--- config.mk ---
export PLATFORM = sky130hd
export DESIGN_NAME = sid_dac_seq
export DESIGN_NICKNAME = d
export VERILOG_FILES = /design/src/rtl/sid_dac_pkg.sv /design/src/rtl/sid_dac_tbl.sv /design/src/rtl/sid_dac_seq.sv
export SDC_FILE = /design/constraint.sdc
export NUM_CORES = 1
export LEC_CHECK = 0
export ABC_AREA = 1
export CAP_MARGIN = 20
export CORE_MARGIN = 2
export CORE_UTILIZATION = 54
export DETAILED_ROUTE_END_ITERATION = 6
export PLACE_DENSITY_LB_ADDON = 0.12
export REMOVE_ABC_BUFFERS = 1
export SYNTH_ARGS = -nofsm -noshare
export SYNTH_HDL_FRONTEND = slang
export SYNTH_HIERARCHICAL = 1
export SYNTH_SLANG_ARGS = --single-unit
export TNS_END_PERCENT = 20
--- constraint.sdc ---
create_clock -name clk -period 3.5 [get_ports clk]
set_input_delay 0.7 -clock clk [delete_from_list [all_inputs] [get_ports clk]]
set_output_delay 0.7 -clock clk [all_outputs]
set_load 0.03 [all_outputs]
--- src/rtl/sid_dac_pkg.sv ---
// Shared types and helpers for the sequential table-driven SID DAC.
package sid_dac_pkg;

   typedef enum logic [1:0] {IDLE, ACC, DONE} state_t;

   localparam int DEF_SCALEBITS = 4;

   function automatic logic [63:0] ideal_weight(input int i, input int sb);
      return 64'd1 << (i + sb);
   endfunction

   // Wide enough to sum BITS full-scale entries plus the rounding constant.
   function automatic int acc_width(input int bits, input int sb);
      return bits + sb + $clog2(bits) + 1;
   endfunction

endpackage

--- src/rtl/sid_dac_tbl.sv ---
// Per-bank, per-bit contribution register file with one write port and
// BPC combinational read ports addressed by bank and bit group.
module sid_dac_tbl
   import sid_dac_pkg::*;
#(
   parameter int BITS      = 12,
   parameter int SCALEBITS = DEF_SCALEBITS,
   parameter int BANKS     = 2,
   parameter int BPC       = 1,
   localparam int DW   = BITS + SCALEBITS,
   localparam int BW   = (BANKS > 1) ? $clog2(BANKS) : 1,
   localparam int IW   = $clog2(BITS),
   localparam int NGRP = BITS / BPC,
   localparam int GW   = (NGRP > 1) ? $clog2(NGRP) : 1
) (
   input  logic                    clk,
   input  logic                    rst_n,
   input  logic                    we,
   input  logic [BW-1:0]           wr_bank,
   input  logic [IW-1:0]           wr_idx,
   input  logic [DW-1:0]           wr_data,
   input  logic [BW-1:0]           rd_bank,
   input  logic [GW-1:0]           rd_grp,
   output logic [BPC-1:0][DW-1:0]  rd_data
);

   logic [DW-1:0] tbl [BANKS][BITS];

   always_ff @(posedge clk or negedge rst_n) begin
      if (!rst_n) begin
         for (int b = 0; b < BANKS; b++)
            for (int i = 0; i < BITS; i++)
               tbl[b][i] <= DW'(ideal_weight(i, SCALEBITS));
      end else if (we && (32'(wr_bank) < BANKS) && (32'(wr_idx) < BITS)) begin
         tbl[wr_bank][wr_idx] <= wr_data;
      end
   end

   // Reads see the flop contents, so a same-cycle write is not yet visible.
   always_comb begin
      logic [IW-1:0] idx;
      rd_data = '0;
      idx     = '0;
      for (int k = 0; k < BPC; k++) begin
         idx = IW'(32'(rd_grp) * BPC + k);
         if (32'(rd_bank) < BANKS)
            rd_data[k] = tbl[rd_bank][idx];
      end
   end

endmodule

--- src/rtl/sid_dac_seq.sv ---
// Handshaked R-2R DAC model: accumulates BPC run-time table entries per clock,
// rounds, truncates and saturates, then returns the result with its tag.
module sid_dac_seq
   import sid_dac_pkg::*;
#(
   parameter int BITS      = 12,
   parameter int SCALEBITS = DEF_SCALEBITS,
   parameter int BANKS     = 2,
   parameter int BPC       = 1,
   parameter int TAGW      = 2,
   localparam int BW = (BANKS > 1) ? $clog2(BANKS) : 1,
   localparam int IW = $clog2(BITS)
) (
   input  logic                      clk,
   input  logic                      rst_n,
   input  logic                      in_valid,
   output logic                      in_ready,
   input  logic [BITS-1:0]           in_vin,
   input  logic [BW-1:0]             in_bank,
   input  logic [TAGW-1:0]           in_tag,
   output logic                      out_valid,
   input  logic                      out_ready,
   output logic [BITS-1:0]           out_vout,
   output logic [TAGW-1:0]           out_tag,
   input  logic                      tbl_we,
   input  logic [BW-1:0]             tbl_bank,
   input  logic [IW-1:0]             tbl_idx,
   input  logic [BITS+SCALEBITS-1:0] tbl_data
);

   localparam int AW   = acc_width(BITS, SCALEBITS);
   localparam int DW   = BITS + SCALEBITS;
   localparam int NGRP = BITS / BPC;
   localparam int GW   = (NGRP > 1) ? $clog2(NGRP) : 1;

   if (BITS % BPC != 0) begin : g_bpc_check
      $error("sid_dac_seq: BPC must divide BITS");
   end

   state_t                state;
   logic [BITS-1:0]       vin_r;
   logic [BW-1:0]         bank_r;
   logic                  bad_bank;
   logic [TAGW-1:0]       tag_r;
   logic [AW-1:0]         acc;
   logic [GW-1:0]         grp;
   logic [BPC-1:0][DW-1:0] rd_data;
   logic [BPC-1:0]        vin_grp;
   logic [AW-1:0]         acc_next;
   logic [AW-1:0]         acc_hi;
   logic [BITS-1:0]       result;
   logic                  accept;

   sid_dac_tbl #(
      .BITS      (BITS),
      .SCALEBITS (SCALEBITS),
      .BANKS     (BANKS),
      .BPC       (BPC)
   ) u_tbl (
      .clk     (clk),
      .rst_n   (rst_n),
      .we      (tbl_we),
      .wr_bank (tbl_bank),
      .wr_idx  (tbl_idx),
      .wr_data (tbl_data),
      .rd_bank (bank_r),
      .rd_grp  (grp),
      .rd_data (rd_data)
   );

   // A finished result may be swapped for a new request in the same cycle.
   assign in_ready = (state == IDLE) || ((state == DONE) && out_ready);
   assign accept   = in_valid && in_ready;

   always_comb begin
      vin_grp  = BPC'(vin_r >> (32'(grp) * BPC));
      acc_next = acc;
      for (int k = 0; k < BPC; k++)
         if (vin_grp[k])
            acc_next = acc_next + AW'(rd_data[k]);
      acc_hi = acc_next >> (BITS + SCALEBITS);
      if (bad_bank)
         result = '0;
      else if (|acc_hi)
         result = '1;
      else
         result = acc_next[BITS+SCALEBITS-1:SCALEBITS];
   end

   always_ff @(posedge clk or negedge rst_n) begin
      if (!rst_n) begin
         state     <= IDLE;
         vin_r     <= '0;
         bank_r    <= '0;
         bad_bank  <= 1'b0;
         tag_r     <= '0;
         acc       <= '0;
         grp       <= '0;
         out_valid <= 1'b0;
         out_vout  <= '0;
         out_tag   <= '0;
      end else begin
         case (state)
            IDLE: begin
               if (accept)
                  state <= ACC;
            end
            ACC: begin
               acc <= acc_next;
               grp <= grp + 1'b1;
               if (grp == GW'(NGRP - 1)) begin
                  state     <= DONE;
                  out_valid <= 1'b1;
                  out_vout  <= result;
                  out_tag   <= tag_r;
               end
            end
            DONE: begin
               if (out_ready) begin
                  out_valid <= 1'b0;
                  state     <= accept ? ACC : IDLE;
               end
            end
            default: state <= IDLE;
         endcase
         // Only possible in IDLE or on a DONE consume, so never clashes with ACC.
         if (accept) begin
            vin_r    <= in_vin;
            bank_r   <= in_bank;
            bad_bank <= !(32'(in_bank) < BANKS);
            tag_r    <= in_tag;
            acc      <= AW'(1) << (SCALEBITS - 1);
            grp      <= '0;
         end
      end
   end

endmodule

# Word-level counts from Yosys, hierarchy flattened
# Index checks and enable logic that the tools add are counted.
dict set report op_classes {
  mux 25
  n_reduce_logical 15
  shift 1
  n_eq_ne 6
  n_lt_le_gt_ge 7
  add_sub_neg 2
  bitwise_logic 4
}
# operator count
set op_table {}
lappend op_table {{2-to-1 mux 192 bit} 4}
lappend op_table {{bitwise mux 384 bit} 1}
lappend op_table {{demux 192 bit (select 1 bit)} 1}
lappend op_table {{binary-select mux 16 bit (select 4 bit)} 1}
lappend op_table {{demux 16 bit (select 4 bit)} 1}
lappend op_table {{2-to-1 mux 21 bit} 3}
lappend op_table {{2-to-1 mux 16 bit} 3}
lappend op_table {{adder 21 x 16 -> 21 bit} 1}
lappend op_table {{2-to-1 mux 12 bit} 1}
lappend op_table {{>> shifter 12 x 4 -> 1 bit} 1}
lappend op_table {{greater-or-equal comparator 5 bit (second input constant)} 2}
lappend op_table {{inverter 4 -> 5 bit} 2}
lappend op_table {{2-to-1 mux 4 bit} 2}
lappend op_table {{2-to-1 mux 2 bit} 3}
lappend op_table {{inequality test 2 bit (second input constant)} 3}
lappend op_table {{case mux 2 bit (3 select lines)} 1}
lappend op_table {{AND reduction 3 bit} 2}
lappend op_table {{nonzero test 2 bit} 3}
lappend op_table {{logical AND 1 bit} 5}
lappend op_table {{< comparator 5 x 1 -> 1 bit (second input constant)} 1}
lappend op_table {{OR reduction 5 bit} 1}
lappend op_table {{adder 4 x 1 -> 4 bit (second input constant)} 1}
lappend op_table {{== test 4 bit (second input constant)} 1}
lappend op_table {{greater-or-equal comparator 2 bit (second input constant)} 2}
lappend op_table {{10 further kinds} 14}
dict set report word_totals {
  output_inout_bits 16
  regBits 441
}

# Depth between registers and ports, before layout
dict set report logic_depth {
  depth_word 11
  ltp_mapped 28
  ltp_nobuf 25
}

# Modules after synthesis
# The synthesis kept the hierarchy.
# module seq_area_each_um2 area_each_um2 instances cells_each
set modules_own_cells {}
lappend modules_own_cells {sid_dac_tbl 9639.2 18338.8 1 2386}
lappend modules_own_cells {sid_dac_seq 1426.4 3657.3 1 523}

# Worst setup path after synthesis
# No wires, ideal clock.
dict set report synth_path {
  path_kind {register to register}
  startpoint {register grp[1]}
  endpoint {register out_vout[10]}
  setup_time_ps 117
  required_ps 3383
  arrival_ps 3004
  stages_incl_launch_ff 24
  slack_ps 378
  path_cell_list {dfrtp_1 -> inv_1 -> buf_2 -> clkbuf_1 -> nand3_1 -> nand3_1 -> nand2_1 -> nand2_1 -> nand2_1 -> ha_1 -> fa_1 -> nand2_1 -> nand3_1 -> nand3_1 -> nand2_1 -> nand2_1 -> nand2_1 -> nand3_1 -> nand2_1 -> nor2_2 -> nand3_2 -> buf_6 -> nor2_2 -> nor2_1}
}
# item line
set synth_lines {}
lappend synth_lines {{start, declared} sid_dac_seq.sv:46} ;# logic [GW-1:0] grp;
lappend synth_lines {{start signal, assigned} sid_dac_seq.sv:110} ;# grp <= grp + 1'b1;
lappend synth_lines {{end signal, assigned} sid_dac_seq.sv:114} ;# out_vout <= result;
lappend synth_lines {{end, declared} sid_dac_seq.sv:23} ;# output logic [BITS-1:0] out_vout,

==> flow_summary.toml <==
[power]
power_frac_comb_pct = 50.4
power.share.sequential_pct = 28.2
clkPwrFrac_pct = 21.4
switching_share_pct = 41.7
power_switching_w = 0.0102
pwr_density_cell_nw_per_um2 = 948
p_total_w = 0.0245
leakagePower_nw = 12.4
vdd_drop_max_uv = 461
p_int_w = 0.0143

[worst_setup_path]
critPathTopFamily = "simple AND/OR/NAND/NOR gates"
slowest_delay_ns = 0.57
slowest_stage = "dfrtp_4"
crit_chain = "clkinv_8, buf_12, buf_8, buf_4, buf_6, nor2_1, o211ai_1, nand3_1, nand2_4, ha_4, a21oi_1, nand2_1, a21oi_1, nand2_2, nand4_1, nand2_1, inv_1, nand3_2, buf_6, nor2_2, nor2_1"
critPathKind = "reg -> reg"
crit_fanout = 7
end_kind = "register"
cp_data_required_time_ns = 3.97
cp.buffers_inverters = 7
cp.arrival_ns = 3.86
worstSetupStartpointType = "register"

[cts]
clock_path_buffers = 3
clkLatencyLatePin_ns = 0.59
htree_levels = 2
cts_tree = "yes"
cts_sinks = 441
cts_buffers = 48
root_buffer = "clkbuf_16"
clkTransAtPathRegs_ns = 0.06

[die]
fp.dieArea_um2 = 42400
num_rows = 73
core-area_um2 = 40000
ios = 57
die_w_um = 206
initial_core_util_pct = 55.0
die_y_um = 206

[layout]
n_antenna_cell = 0
drive_gt1_share_pct = 11.8
final_common_cell = "nand2_1"
nFillCells = 3482
nets = 3003
final_cell_mix = "nand2_1, o21ai_0, dfrtp_1"
area_delta_synth_final_pct = 17.6

[worst_hold_path]
hold_class = "in -> async"

[yosys]
synth_top_area_share_pct = 47.4
synth.avg_cell_area_um2 = 7.56
synth_edf_count = 0
ys_top_cells_by_area = "dfrtp_1, nand2_1, o21ai_0, nand3_1, inv_1"
synth_cell_types = 38
async_flop_share_pct = 100
ys.flop_type = "dfrtp_1"
yosys.area.top_type = "dfrtp_1"
yosysSeqAreaShare_pct = 50.3
syn-instance-count = 2909
synth_area_um2 = 22000
yosysWarnings = 6
synth.ff_latch_count = 441

[placed_design]
place.gp.congestion = 0.883
pre_cts_slack_ns = 0.0787
post-dp-hpwl_um = 37700
port_buffers = 56

[sta]
relSlewSlack_pct = 45.4
report.final.slew_viol_count = 0
finalCritPeriodShare_pct = 96.8
tightest_slew_ns = 0.818
hold_ws_ns = 0.108
rsz0062_at_grt = "yes"
finalSetupViolations = 0
final_hold_viol_count = 0
fin_skew_ns = 0.0171
max_freq_ghz = 0.295
worst_slack_ns = 0.112
finalCriticalPeriod_ns = 3.39

[global_route]
antenna_found_initial = 0
grt-ovfl-total = 0
grt_usage_pct = 29.0
grt_pass1_vias = 18800
grt_pass1_wl_um = 97500
grt_max_degree = 85

[route]
vias = 19100
drt-total-wl_um = 62100
ant_nets = 0
first_pass_iters = 5
via_per_inst = 5.46
drtIter0Drc = 1988
route.detailed.drc = 0
wl_per_cell_um = 17.7

[run]
maxCapViolCount = 0

[status]
outcome = "complete, no violations"
Yosys cell counts, types with 7 or more instances:
| cell | number |
|---|---|
| nor2_1 | 165 |
| a21oi_1 | 20 |
| ha_1 | 17 |
| nor2_2 | 12 |
| o211ai_1 | 33 |
| o21ai_1 | 57 |
| buf_4 | 7 |
| o22ai_1 | 8 |
| inv_1 | 306 |
| buf_1 | 8 |
| dfstp_2 | 24 |
| nand3_1 | 264 |
| nand2_1 | 920 |
| clkbuf_1 | 93 |
| dfrtp_1 | 417 |
| buf_6 | 15 |
| buf_2 | 73 |
| o21ai_0 | 425 |
per-stage QoR:
stage | instance area (µm²) | instances | utilization, % | TNS, ns
CTS | 24800 | 3468 | 62.1 | 0
global placement | 23200 | 3382 | 58.0 | 0
detailed placement | 23200 | 3382 | 58.0 | 0
finish | 25900 | 3505 | 64.7 | 0
global route | 25900 | 3505 | 64.7 | -0.677
floorplan | 21000 | 2711 | - | -139.03
power groups by stage:
stage / combinational [W] / sequential [W] / clock [W]
floorplan: 0.00619 / 0.00731 / 0
global placement: 0.0100 / 0.00688 / 0
detailed placement: 0.0102 / 0.00692 / 0
CTS: 0.0102 / 0.00685 / 0.00535
global route: 0.0136 / 0.00705 / 0.00557
finish: 0.0124 / 0.00692 / 0.00525
final cells by class:
cell class              instances  area [µm²]  share of cell area [%]
flip-flops and latches        441       11100                    42.8
multi-input cells            1957        9280                    35.9
repair buffers                182        2030                    7.84
clock buffers                  66        1370                    5.30
inverters                     313        1190                    4.60
well taps                     525         657                    2.54
clock inverters                20         258                   0.996
repair inverters                1        16.3                  0.0629
worst paths after layout:
kind / depth (start not counted) / startpoint / endpoint / slack [ns]
min: 1 / rst_n / u_tbl/tbl[179] / 0.11
min in group clk: 2 / out_tag[1] / out_tag[1] / 0.47
max: 21 / bank_r / out_vout[9] / 0.11
max in group asynchronous: 2 / rst_n / u_tbl/tbl[327] / 2.47
min reg2reg: 2 / out_tag[1] / out_tag[1] / 0.47
max reg2reg: 21 / bank_r / out_vout[9] / 0.11
sequential cells by signal, indices dropped and copies added (netlist names):
| signal | flops |
|---|---|
| acc | 21 |
| tag_r | 2 |
| out_tag | 2 |
| bank_r | 1 |
| grp | 4 |
| u_tbl/tbl | 384 |
| out_vout | 12 |
| state | 2 |
| vin_r | 12 |
| out_valid | 1 |
logic make-up after synthesis:
group	Yosys count	synth area share, %
AO/OA/AOI/OAI	548	13.0
XOR/XNOR	9	0.358
adder cells (fa/ha/maj)	18	1.06
buffers and inverters	511	9.79
flip-flops	441	50.3
AND/OR/NAND/NOR	1382	25.5
worst reg2reg max path, cell delays in order, from the launching register on:
cell and delay, ns:
dfrtp_4 0.57, clkinv_8 0.11, buf_12 0.15, buf_8 0.13, buf_4 0.11, buf_6 0.15, nor2_1 0.05, o211ai_1 0.20
nand3_1 0.18, nand2_4 0.13, ha_4 0.24, a21oi_1 0.22, nand2_1 0.13, a21oi_1 0.17, nand2_2 0.12, nand4_1 0.10
nand2_1 0.06, inv_1 0.08, nand3_2 0.10, buf_6 0.15, nor2_2 0.08, nor2_1 0.05
repair_timing:
item,CTS,global route
setup endpoints to repair,0,16
resized for setup,0,143
hold buffers,0,0
setup buffers,0,24
endpoints found under the hold margin,0,0
per-layer routing:
metal	track usage [%]	share of wire (%)	wire length (µm)	vias to the layer above
li1	-	-	-	9274
met1	39.3	44	27300	9182
met2	47.8	47	29300	575
met3	4.43	6.2	3820	106
met4	10.2	2.7	1660	0
met5	0	0	0	-
No activity file was read; power rests on OpenSTA's default activity.
==> patch: new RTL, same settings <==
Reset style: synchronous (`rst_n`), changed in 2 clocked blocks.
--- a/src/rtl/sid_dac_tbl.sv
+++ b/src/rtl/sid_dac_tbl.sv
@@ -27,5 +27,5 @@
    logic [DW-1:0] tbl [BANKS][BITS];
 
-   always_ff @(posedge clk or negedge rst_n) begin
+   always_ff @(posedge clk) begin
       if (!rst_n) begin
          for (int b = 0; b < BANKS; b++)
--- a/src/rtl/sid_dac_seq.sv
+++ b/src/rtl/sid_dac_seq.sv
@@ -88,5 +88,5 @@
    end
 
-   always_ff @(posedge clk or negedge rst_n) begin
+   always_ff @(posedge clk) begin
       if (!rst_n) begin
          state     <= IDLE;
Check against the original RTL: differs if rst_n is asserted again (counterexample within 4 cycles, from zero or initial values and one cycle with rst_n low); with rst_n held inactive, the same outputs for 4 cycles.
==> patch against the original RTL <==
- the run now ends with design-rule violations left
- worst setup slack improved by 120 ps
- wire length decreased by 5.3%
- non-clock buffer count increased by 8
- area after synthesis decreased by 3.6%
- sequential cell count unchanged
- via count decreased by 14%
- first-iteration DRC count decreased by 18%
- cell area decreased by 3.8%
- sequential share of layout area increased by 8.2 points
- critical path type unchanged
Power is not compared: it rests on default switching activity, and its combinational part moved more than twofold at a synthesized area within 25%.
==> patch: results <==
export IMPL_status="complete, but fails checks"
export IMPL_dpl_hpwl_um=38100
export IMPL_placedCellCount=2901
export IMPL_grt_start_max_net_pins=73
export IMPL_ys_types=37
export IMPL_r2r_cells=22
export IMPL_r2r_end="out_vout[4]"
export IMPL_via_per_inst=5.48
export IMPL_track_usage_pct=28.3
export IMPL_fin_nets=2508
export IMPL_syn_avg_cell_area_um2=9.07
export IMPL_io_buffers=56
export IMPL_r2r_slack_ps=240
export IMPL_drt_iter0_markers=1629
export IMPL_num_vias=16460
export IMPL_hp_class="flip-flop to flip-flop"
export IMPL_drtPass1Iterations=7
export IMPL_synth_edf_count=384
export IMPL_p_leak_nw=10.3
export IMPL_synth_top_cells_by_area="edfxtp_1, nand2_1, nor2_1, nand3_1, dfxtp_1"
export IMPL_ys_async_sr_fraction_pct=0
export IMPL_synthFlopType="edfxtp_1"
export IMPL_synth_commonest_cells="nand2_1, edfxtp_1, nor2_1"
export IMPL_grt_pass1_wl_um=88500
export IMPL_drt_wl_total_um=58800
export IMPL_drc=4
export IMPL_r2r_start="bank_r"
export IMPL_numCtsBuffers=47
export IMPL_violations="design-rule violations"
export IMPL_skew_ps=15.3
export IMPL_seq_area_frac_synth_pct=59.8
-- patch: where the power goes --
group | internal, W | switching [W]
sequential | 0.00618 | 0.000123
combinational | 0.000579 | 0.00114
clock | 0.00285 | 0.00200
total | 0.00960 | 0.00326
-- patch: cell type report --
cell class / count / area, µm²
clock buffer: 64 / 1280
clock inverter: 21 / 194
fill: 3225 / 13900
inverter: 297 / 1130
multi-input combinational: 1470 / 7040
sequential: 441 / 12700
tap: 518 / 648
timing repair buffer: 190 / 1880
timing repair inverter: 2 / 20.0
-- patch: per-stage QoR --
stage                     hold WS [ps]  power [W]  setup slack (ps)  cell area (µm²)  TNS, ps
final                              463     0.0129               235            24900        0
after global routing               482     0.0133             -21.3            24900    -21.3
after CTS                          463     0.0128              39.4            24300        0
after detailed placement           454    0.00797              52.3            22800        0
after global placement             446    0.00794               127            22800        0
after floorplan                    429    0.00733             -6330            20500  -196170
-- patch: worst max path at each step --
stage | start | endpoint | slack [ps] | cells after the start
detailed placement | bank_r | out_vout[4] | 50 | 24
floorplan | bank_r | out_vout[11] | -6330 | 19
CTS | bank_r | out_vout[4] | 40 | 24
global route | bank_r | out_vout[4] | -20 | 26
global placement | bank_r | out_vout[11] | 130 | 24
finish | bank_r | out_vout[4] | 240 | 22
-- patch: worst max-delay path, stage by stage (launching register included) --
cell and delay, ps:
dfxtp_4 370, buf_4 160, inv_6 100, buf_4 340, nor2_1 80, o211ai_1 220, nand3_1 190, nand2_1 190
fa_2 220, nand2_1 60, nand3_1 100, nand3_1 100, nand2_2 110, nand2_1 70, nand2_2 110, nand2_1 60
nand2_1 70, nand2_1 60, nor2_1 110, nand3_2 110, buf_12 160, nor2_1 100, nor2_1 50
-- patch: metal layers --
layer	global-route usage [%]	vias to the layer above	share of wire, %
met3	4.50	106	7.5
met4	9.12	0	2.6
li1	-	7811	-
met1	37.4	7877	41
met2	48.1	666	49
met5	0	-	0
-- patch: kinds of logic (layout without fill, tap and decap cells) --
logic type      after synthesis  after routing  synth area share [%]
compound gates              206            206                  5.40
fa+ha+maj                    18             18                  1.10
flops                       441            441                  59.8
simple gates               1231           1231                  24.7
buf+inv                     427            574                  8.41
xor+xnor                     15             15                 0.620
-- patch: timing repair --
item | CTS | global route
resized for setup | 0 | 61
endpoints found under the hold margin | 0 | 0
buffers inserted | 0 | 10
endpoints found under the setup margin | 0 | 13
